## config.mk

```make
export PLATFORM = sky130hd
export DESIGN_NAME = copperv
export DESIGN_NICKNAME = d
export VERILOG_FILES = /design/src/rtl/copperv.sv
export SDC_FILE = /design/constraint.sdc
export NUM_CORES = 2
export LEC_CHECK = 0
export BUFFER_PORTS_ARGS = -buffer_cell sky130_fd_sc_hd__buf_2
export CELL_PAD_IN_SITES_DETAIL_PLACEMENT = 0
export CELL_PAD_IN_SITES_GLOBAL_PLACEMENT = 1
export CORE_UTILIZATION = 40
export CTS_BUF_LIST = sky130_fd_sc_hd__clkbuf_8
export DETAILED_ROUTE_END_ITERATION = 10
export GPL_ROUTABILITY_DRIVEN = 1
export PLACE_DENSITY = 0.75
export REMOVE_ABC_BUFFERS = 1
export SYNTH_ARGS = -nofsm -noshare
export SYNTH_HDL_FRONTEND = slang
export SYNTH_SLANG_ARGS = --single-unit
```

## constraint.sdc

```tcl
create_clock -name clk -period 11 [get_ports clk]
set_input_delay 2.2 -clock clk [delete_from_list [all_inputs] [get_ports clk]]
set_output_delay 2.2 -clock clk [all_outputs]
set_load 0.03 [all_outputs]
```

## src/rtl/copperv.sv

```systemverilog
// copperv: multicycle, non-pipelined RV32I core with separate instruction-read,
// data-read and data-write valid/ready bus masters.
//
// state      | meaning
// FETCH      | present PC on ir_addr until accepted
// INST       | wait for the instruction word
// EXEC       | decode, ALU/branch, write back or start a memory access
// LOAD_ADDR  | present load address until accepted
// LOAD_DATA  | wait for load word, extract/extend, write rd
// STORE      | present store address/data/strobe until accepted
// STORE_RESP | wait for write response (error code is ignored)
module copperv #(
    parameter logic [31:0] PC_INIT        = 32'h0,
    parameter int          BUS_WIDTH      = 32,
    parameter int          BUS_RESP_WIDTH = 1
) (
    input  logic                      clk,
    input  logic                      rst,
    output logic                      ir_addr_valid,
    input  logic                      ir_addr_ready,
    output logic [BUS_WIDTH-1:0]      ir_addr,
    input  logic                      ir_data_valid,
    output logic                      ir_data_ready,
    input  logic [BUS_WIDTH-1:0]      ir_data,
    output logic                      dr_addr_valid,
    input  logic                      dr_addr_ready,
    output logic [BUS_WIDTH-1:0]      dr_addr,
    input  logic                      dr_data_valid,
    output logic                      dr_data_ready,
    input  logic [BUS_WIDTH-1:0]      dr_data,
    output logic                      dw_data_addr_valid,
    input  logic                      dw_data_addr_ready,
    output logic [BUS_WIDTH-1:0]      dw_addr,
    output logic [BUS_WIDTH-1:0]      dw_data,
    output logic [BUS_WIDTH/8-1:0]    dw_strobe,
    input  logic                      dw_resp_valid,
    output logic                      dw_resp_ready,
    input  logic [BUS_RESP_WIDTH-1:0] dw_resp
);
    typedef enum logic [2:0] {
        FETCH, INST, EXEC, LOAD_ADDR, LOAD_DATA, STORE, STORE_RESP
    } state_t;

    localparam logic [6:0] OP_LUI    = 7'b0110111;
    localparam logic [6:0] OP_AUIPC  = 7'b0010111;
    localparam logic [6:0] OP_JAL    = 7'b1101111;
    localparam logic [6:0] OP_JALR   = 7'b1100111;
    localparam logic [6:0] OP_BRANCH = 7'b1100011;
    localparam logic [6:0] OP_LOAD   = 7'b0000011;
    localparam logic [6:0] OP_STORE  = 7'b0100011;
    localparam logic [6:0] OP_IMM    = 7'b0010011;
    localparam logic [6:0] OP_REG    = 7'b0110011;

    state_t      state;
    logic [31:0] pc;
    logic [31:0] instr;
    logic [31:0] regs [32];

    logic [6:0]  opcode;
    logic [4:0]  rd;
    logic [2:0]  funct3;
    logic [31:0] rs1_val, rs2_val, imm_i, imm_s, imm_b, imm_u, imm_j;
    logic [31:0] op_b, alu_res, next_pc, wb_val, mem_addr, load_val, st_data;
    logic [4:0]  shamt;
    logic [3:0]  st_strb;
    logic        wb_en, take;
    logic [1:0]  off;
    logic [7:0]  ld_byte;
    logic [15:0] ld_half;

    // decode, ALU, branch resolution and write-back selection for the latched instruction
    always_comb begin
        opcode  = instr[6:0];
        rd      = instr[11:7];
        funct3  = instr[14:12];
        rs1_val = regs[instr[19:15]];
        rs2_val = regs[instr[24:20]];
        imm_i   = {{20{instr[31]}}, instr[31:20]};
        imm_s   = {{20{instr[31]}}, instr[31:25], instr[11:7]};
        imm_b   = {{19{instr[31]}}, instr[31], instr[7], instr[30:25], instr[11:8], 1'b0};
        imm_u   = {instr[31:12], 12'b0};
        imm_j   = {{11{instr[31]}}, instr[31], instr[19:12], instr[20], instr[30:21], 1'b0};
        op_b    = (opcode == OP_REG) ? rs2_val : imm_i;
        shamt   = op_b[4:0];
        case (funct3)
            3'b000:  alu_res = (opcode == OP_REG && instr[30]) ? rs1_val - op_b : rs1_val + op_b;
            3'b001:  alu_res = rs1_val << shamt;
            3'b010:  alu_res = {31'b0, $signed(rs1_val) < $signed(op_b)};
            3'b011:  alu_res = {31'b0, rs1_val < op_b};
            3'b100:  alu_res = rs1_val ^ op_b;
            3'b101:  alu_res = instr[30] ? 32'($signed(rs1_val) >>> shamt) : rs1_val >> shamt;
            3'b110:  alu_res = rs1_val | op_b;
            default: alu_res = rs1_val & op_b;
        endcase
        case (funct3)
            3'b000:  take = (rs1_val == rs2_val);
            3'b001:  take = (rs1_val != rs2_val);
            3'b100:  take = ($signed(rs1_val) < $signed(rs2_val));
            3'b101:  take = ($signed(rs1_val) >= $signed(rs2_val));
            3'b110:  take = (rs1_val < rs2_val);
            3'b111:  take = (rs1_val >= rs2_val);
            default: take = 1'b0;
        endcase
        next_pc = pc + 32'd4;
        wb_en   = 1'b0;
        wb_val  = alu_res;
        case (opcode)
            OP_LUI:    begin wb_en = 1'b1; wb_val = imm_u; end
            OP_AUIPC:  begin wb_en = 1'b1; wb_val = pc + imm_u; end
            OP_JAL:    begin wb_en = 1'b1; wb_val = pc + 32'd4; next_pc = pc + imm_j; end
            OP_JALR:   begin wb_en = 1'b1; wb_val = pc + 32'd4; next_pc = (rs1_val + imm_i) & ~32'd1; end
            OP_BRANCH: if (take) next_pc = pc + imm_b;
            OP_IMM, OP_REG: wb_en = 1'b1;
            default:   ;
        endcase
    end

    // byte-lane placement for stores and extraction/extension for loads
    always_comb begin
        mem_addr = rs1_val + ((opcode == OP_STORE) ? imm_s : imm_i);
        off      = mem_addr[1:0];
        ld_byte  = dr_data[8*off +: 8];
        ld_half  = off[1] ? dr_data[31:16] : dr_data[15:0];
        case (funct3)
            3'b000:  load_val = {{24{ld_byte[7]}}, ld_byte};
            3'b001:  load_val = {{16{ld_half[15]}}, ld_half};
            3'b100:  load_val = {24'b0, ld_byte};
            3'b101:  load_val = {16'b0, ld_half};
            default: load_val = dr_data;
        endcase
        case (funct3)
            3'b000:  begin st_strb = 4'b0001 << off; st_data = {4{rs2_val[7:0]}}; end
            3'b001:  begin st_strb = off[1] ? 4'b1100 : 4'b0011; st_data = {2{rs2_val[15:0]}}; end
            default: begin st_strb = 4'b1111; st_data = rs2_val; end
        endcase
    end

    // sequencing FSM with registered bus outputs, PC and register file
    always_ff @(posedge clk or negedge rst) begin
        if (!rst) begin
            state              <= FETCH;
            pc                 <= PC_INIT;
            instr              <= '0;
            for (int i = 0; i < 32; i++) regs[i] <= '0;
            ir_addr_valid      <= 1'b0;
            ir_addr            <= '0;
            ir_data_ready      <= 1'b0;
            dr_addr_valid      <= 1'b0;
            dr_addr            <= '0;
            dr_data_ready      <= 1'b0;
            dw_data_addr_valid <= 1'b0;
            dw_addr            <= '0;
            dw_data            <= '0;
            dw_strobe          <= '0;
            dw_resp_ready      <= 1'b0;
        end else begin
            case (state)
                FETCH: begin
                    // only the first fetch after reset arrives here without valid already set
                    if (!ir_addr_valid) begin
                        ir_addr_valid <= 1'b1;
                        ir_addr       <= pc;
                    end else if (ir_addr_ready) begin
                        ir_addr_valid <= 1'b0;
                        ir_data_ready <= 1'b1;
                        state         <= INST;
                    end
                end
                INST: if (ir_data_valid) begin
                    ir_data_ready <= 1'b0;
                    instr         <= ir_data;
                    state         <= EXEC;
                end
                EXEC: begin
                    if (opcode == OP_LOAD) begin
                        dr_addr_valid <= 1'b1;
                        dr_addr       <= {mem_addr[31:2], 2'b00};
                        state         <= LOAD_ADDR;
                    end else if (opcode == OP_STORE) begin
                        dw_data_addr_valid <= 1'b1;
                        dw_addr            <= {mem_addr[31:2], 2'b00};
                        dw_data            <= st_data;
                        dw_strobe          <= st_strb;
                        state              <= STORE;
                    end else begin
                        if (wb_en && rd != 5'd0) regs[rd] <= wb_val;
                        pc            <= next_pc;
                        ir_addr_valid <= 1'b1;
                        ir_addr       <= next_pc;
                        state         <= FETCH;
                    end
                end
                LOAD_ADDR: if (dr_addr_ready) begin
                    dr_addr_valid <= 1'b0;
                    dr_data_ready <= 1'b1;
                    state         <= LOAD_DATA;
                end
                LOAD_DATA: if (dr_data_valid) begin
                    if (rd != 5'd0) regs[rd] <= load_val;
                    dr_data_ready <= 1'b0;
                    pc            <= pc + 32'd4;
                    ir_addr_valid <= 1'b1;
                    ir_addr       <= pc + 32'd4;
                    state         <= FETCH;
                end
                STORE: if (dw_data_addr_ready) begin
                    dw_data_addr_valid <= 1'b0;
                    dw_resp_ready      <= 1'b1;
                    state              <= STORE_RESP;
                end
                STORE_RESP: if (dw_resp_valid) begin
                    dw_resp_ready <= 1'b0;
                    pc            <= pc + 32'd4;
                    ir_addr_valid <= 1'b1;
                    ir_addr       <= pc + 32'd4;
                    state         <= FETCH;
                end
                default: state <= FETCH;
            endcase
        end
    end
endmodule

```

==> reports/qor.csv <==
stage,metric,value,unit
cts,H-tree depth,4,
finish,"commonest non-fill, non-tap cells in the layout","dfrtp_1, nand2_1, o21ai_0",
sta,relative slew slack,0.509,%
worst_hold_path,HP Class,flop to flop,
place,Routability Congestion,1.08,
finish,"commonest non-fill, non-tap cell in the layout",dfrtp_1,
cts,Clock transition at path regs,0.07,ns
global_route,global-route wire length before repair,579,mm
floorplanning,Placeable Area,209000,µm²
cts,clk sinks,1225,
sta,RSZ-0062 raised after global routing,false,
critical_path,Worst setup SP type,flop,
finish,final core occ,44.2,%
global_route,GRT busiest layer,met2,
synth,syn_area_per_cell,9.11,µm²
floorplanning,Die ar.,212000,µm²
global_route,gr usage total,38.3,%
place,DPL Wire Length,281,mm
finish,Finished Cell Area,92600,µm²
routing,vias,80100,
routing,final wirelength,414,mm
synth,Synth warnings,0,
cts,TritonCTS Buffers,212,
global_route,gr ovfl total,0,
critical_path,Crit. End Element,flop,
global_route,met1 GRT Util,48.2,%
sta,setup TNS,0,ns
floorplanning,chip width,461,µm
floorplanning,effective utilization at floorplan,40.2,%
cts,post-CTS setup buffer count,0,
cts,Clock Latency Late Sink,1.06,ns
floorplanning,Die H,461,µm
run_status,violations in the final reports,capacitance limit,
place,placed instance area,87800,µm²
cts,Clock Tree Root,clkbuf_8,
floorplanning,num ports,211,
routing,DRC violations left,0,
finish,Filler Cells Inserted,20200,
pwr,worst vdd ir,261,µV
sta,Worst Skew,0.0733,ns
critical_path,WP data arrival,9.72,ns
global_route,initial antenna violation count,13,
pwr,Pwr Density,334,nW/µm²
global_route,largest net degree at the start of global routing,170,
place,Port Buf Inserts,205,
critical_path,"critical path fanouts, max",31,
routing,drt pass-1 iters,6,
synth,Yosys reg bits,1225,
critical_path,WS Path Type,flop to flop,
sta,final setup vio count,0,
synth,top_reg_cell synth,dfrtp_1,
sta,Max Fclk,113,MHz
synth,Mapped Cells,9240,
global_route,GR Util met2,55.7,%
cts,CTS tree,built,
critical_path,Required @ worst endpoint,11.85,ns
sta,Slew Limit Fails,0,
global_route,vias in the first global route,75900,
routing,Routed WL per cell,34.4,µm
run,Max Cap Viol,1,
sta,actual slew at the worst max-slew pin,1.48,ns
synth,Post-synth EDFFs,0,
sta,"Hold Vio Cnt, Final",0,
finish,Layout area overhead,9.99,%
sta,post-layout minimum cycle time,8.86,ns
routing,Iter 0 DRT Violations,11200,
synth,register area share after synthesis,36.4,%
cts,Clock Path Buffers,3,
synth,asr flop ratio synth,100,%
cts,# resized after CTS,0,
global_route,grt met3 use,9.83,%
sta,Final period util,80.6,%
routing,Avg Vias per Cell,6.65,
sta,"Worst Setup Slack, final",2.14,ns
run_status,status,"complete, but fails checks",
finish,layout cell share with drive strength beyond 1,16.7,%
routing,number of antenna-violating nets in the routed design,0,
cts,# hold bufs at CTS,0,
floorplanning,num rows,168,
pwr,leakage,0.0395,µW
finish,Nets,9363,
synth,Synth Cell Area,84200,µm²
place,DP Worst Slack,2.75,ns
synth,post-synth cell types,108,
==> Yosys cell counts (125+ instances only) <==
library cell | count | area (µm²)
mux4_2 | 394 | 8870
nor2_1 | 793 | 2980
ha_1 | 223 | 2790
inv_1 | 156 | 586
nand2_1 | 1150 | 4320
clkbuf_1 | 650 | 2440
o21ai_0 | 916 | 4580
a21oi_1 | 812 | 4060
mux2i_1 | 502 | 5020
o31ai_1 | 214 | 1610
o221ai_1 | 125 | 1090
a22oi_1 | 163 | 1220
nand3_1 | 200 | 1000
dfrtp_1 | 1225 | 30700
==> metal layers <==
layer	share of wire, %	routed length, µm
met2	42	174000
met3	11	45100
met1	38	156000
met5	0.017	71
met4	9.4	38900
==> state kept, by name (all words and copies together), names as in the netlist <==
register	cells
dr_data_ready	1
dw_addr	30
ir_data_ready	1
pc	32
state	3
dr_addr_valid	1
dr_addr	30
dw_data	32
dw_resp_ready	1
regs	1024
ir_addr	32
dw_strobe	4
dw_data_addr_valid	1
instr	32
ir_addr_valid	1
==> area by class of cell <==
type | instances | area, µm² | share of cell area (%)
well taps | 2805 | 3510 | 3.79
flip-flops and latches | 1225 | 30700 | 33.1
clock buffers | 276 | 3800 | 4.10
inverters | 163 | 618 | 0.667
clock inverters | 114 | 951 | 1.03
repair buffers | 512 | 3520 | 3.80
diodes | 4 | 10.0 | 0.0108
multi-input cells | 6946 | 49500 | 53.5
==> metrics by stage <==
stage               power [µW]  std cells  hold WS [ns]
floorplan                18000       8334         0.369
detailed placement       25500      11700         0.387
global placement         25400      11700         0.381
finish                   30900      12000         0.403
global route             31900      12000         0.412
CTS                      30200      12000         0.403
==> kinds of logic after synthesis <==
| family | Yosys count | synth area share (%) |
|---|---|---|
| other | 1 | 0.00445 |
| multiplexers | 989 | 17.8 |
| flip-flops | 1225 | 36.4 |
| adder cells (fa/ha/maj) | 230 | 3.48 |
| XOR/XNOR | 184 | 1.91 |
| AO/OA/AOI/OAI | 3047 | 22.2 |
| AND/OR/NAND/NOR | 2492 | 12.6 |
| buffers and inverters | 1072 | 5.60 |
==> worst max-delay path, stage by stage (launching register included) <==
cell and delay (ns):
dfrtp_1 1.15, nand4b_1 1.22, buf_4 0.65, o22ai_1 0.25, nor4_1 0.10, and3_1 0.36
inv_1 0.58, ha_1 0.40, o21ai_0 0.15, o21ai_0 0.38, a21o_1 0.27, a22oi_1 0.26
o41ai_1 1.05, or4_1 0.27, a31oi_1 0.10, o21ba_2 0.22, o22ai_1 0.19, xnor2_1 0.13
a211oi_4 0.23, buf_4 0.42, o31ai_1 0.15
==> final timing paths <==
check | start | end | slack [ns] | cells past startpoint
min in group asynchronous | rst | regs[489] | 1.22 | 1
max in group asynchronous | rst | regs[54] | 7.43 | 3
worst max-delay path | instr[15] | regs[927] | 2.14 | 20
worst min-delay path | regs[993] | regs[993] | 0.40 | 0
worst max register to register | instr[15] | regs[927] | 2.14 | 20
worst min register to register | regs[993] | regs[993] | 0.40 | 0
==> where the power goes <==
part           internal, µW  switching, µW
sequential             5270           1110
clock                  2580           2140
combinational          5780          14100
total                 13600          17300
No activity file was read; power rests on OpenSTA's default activity.
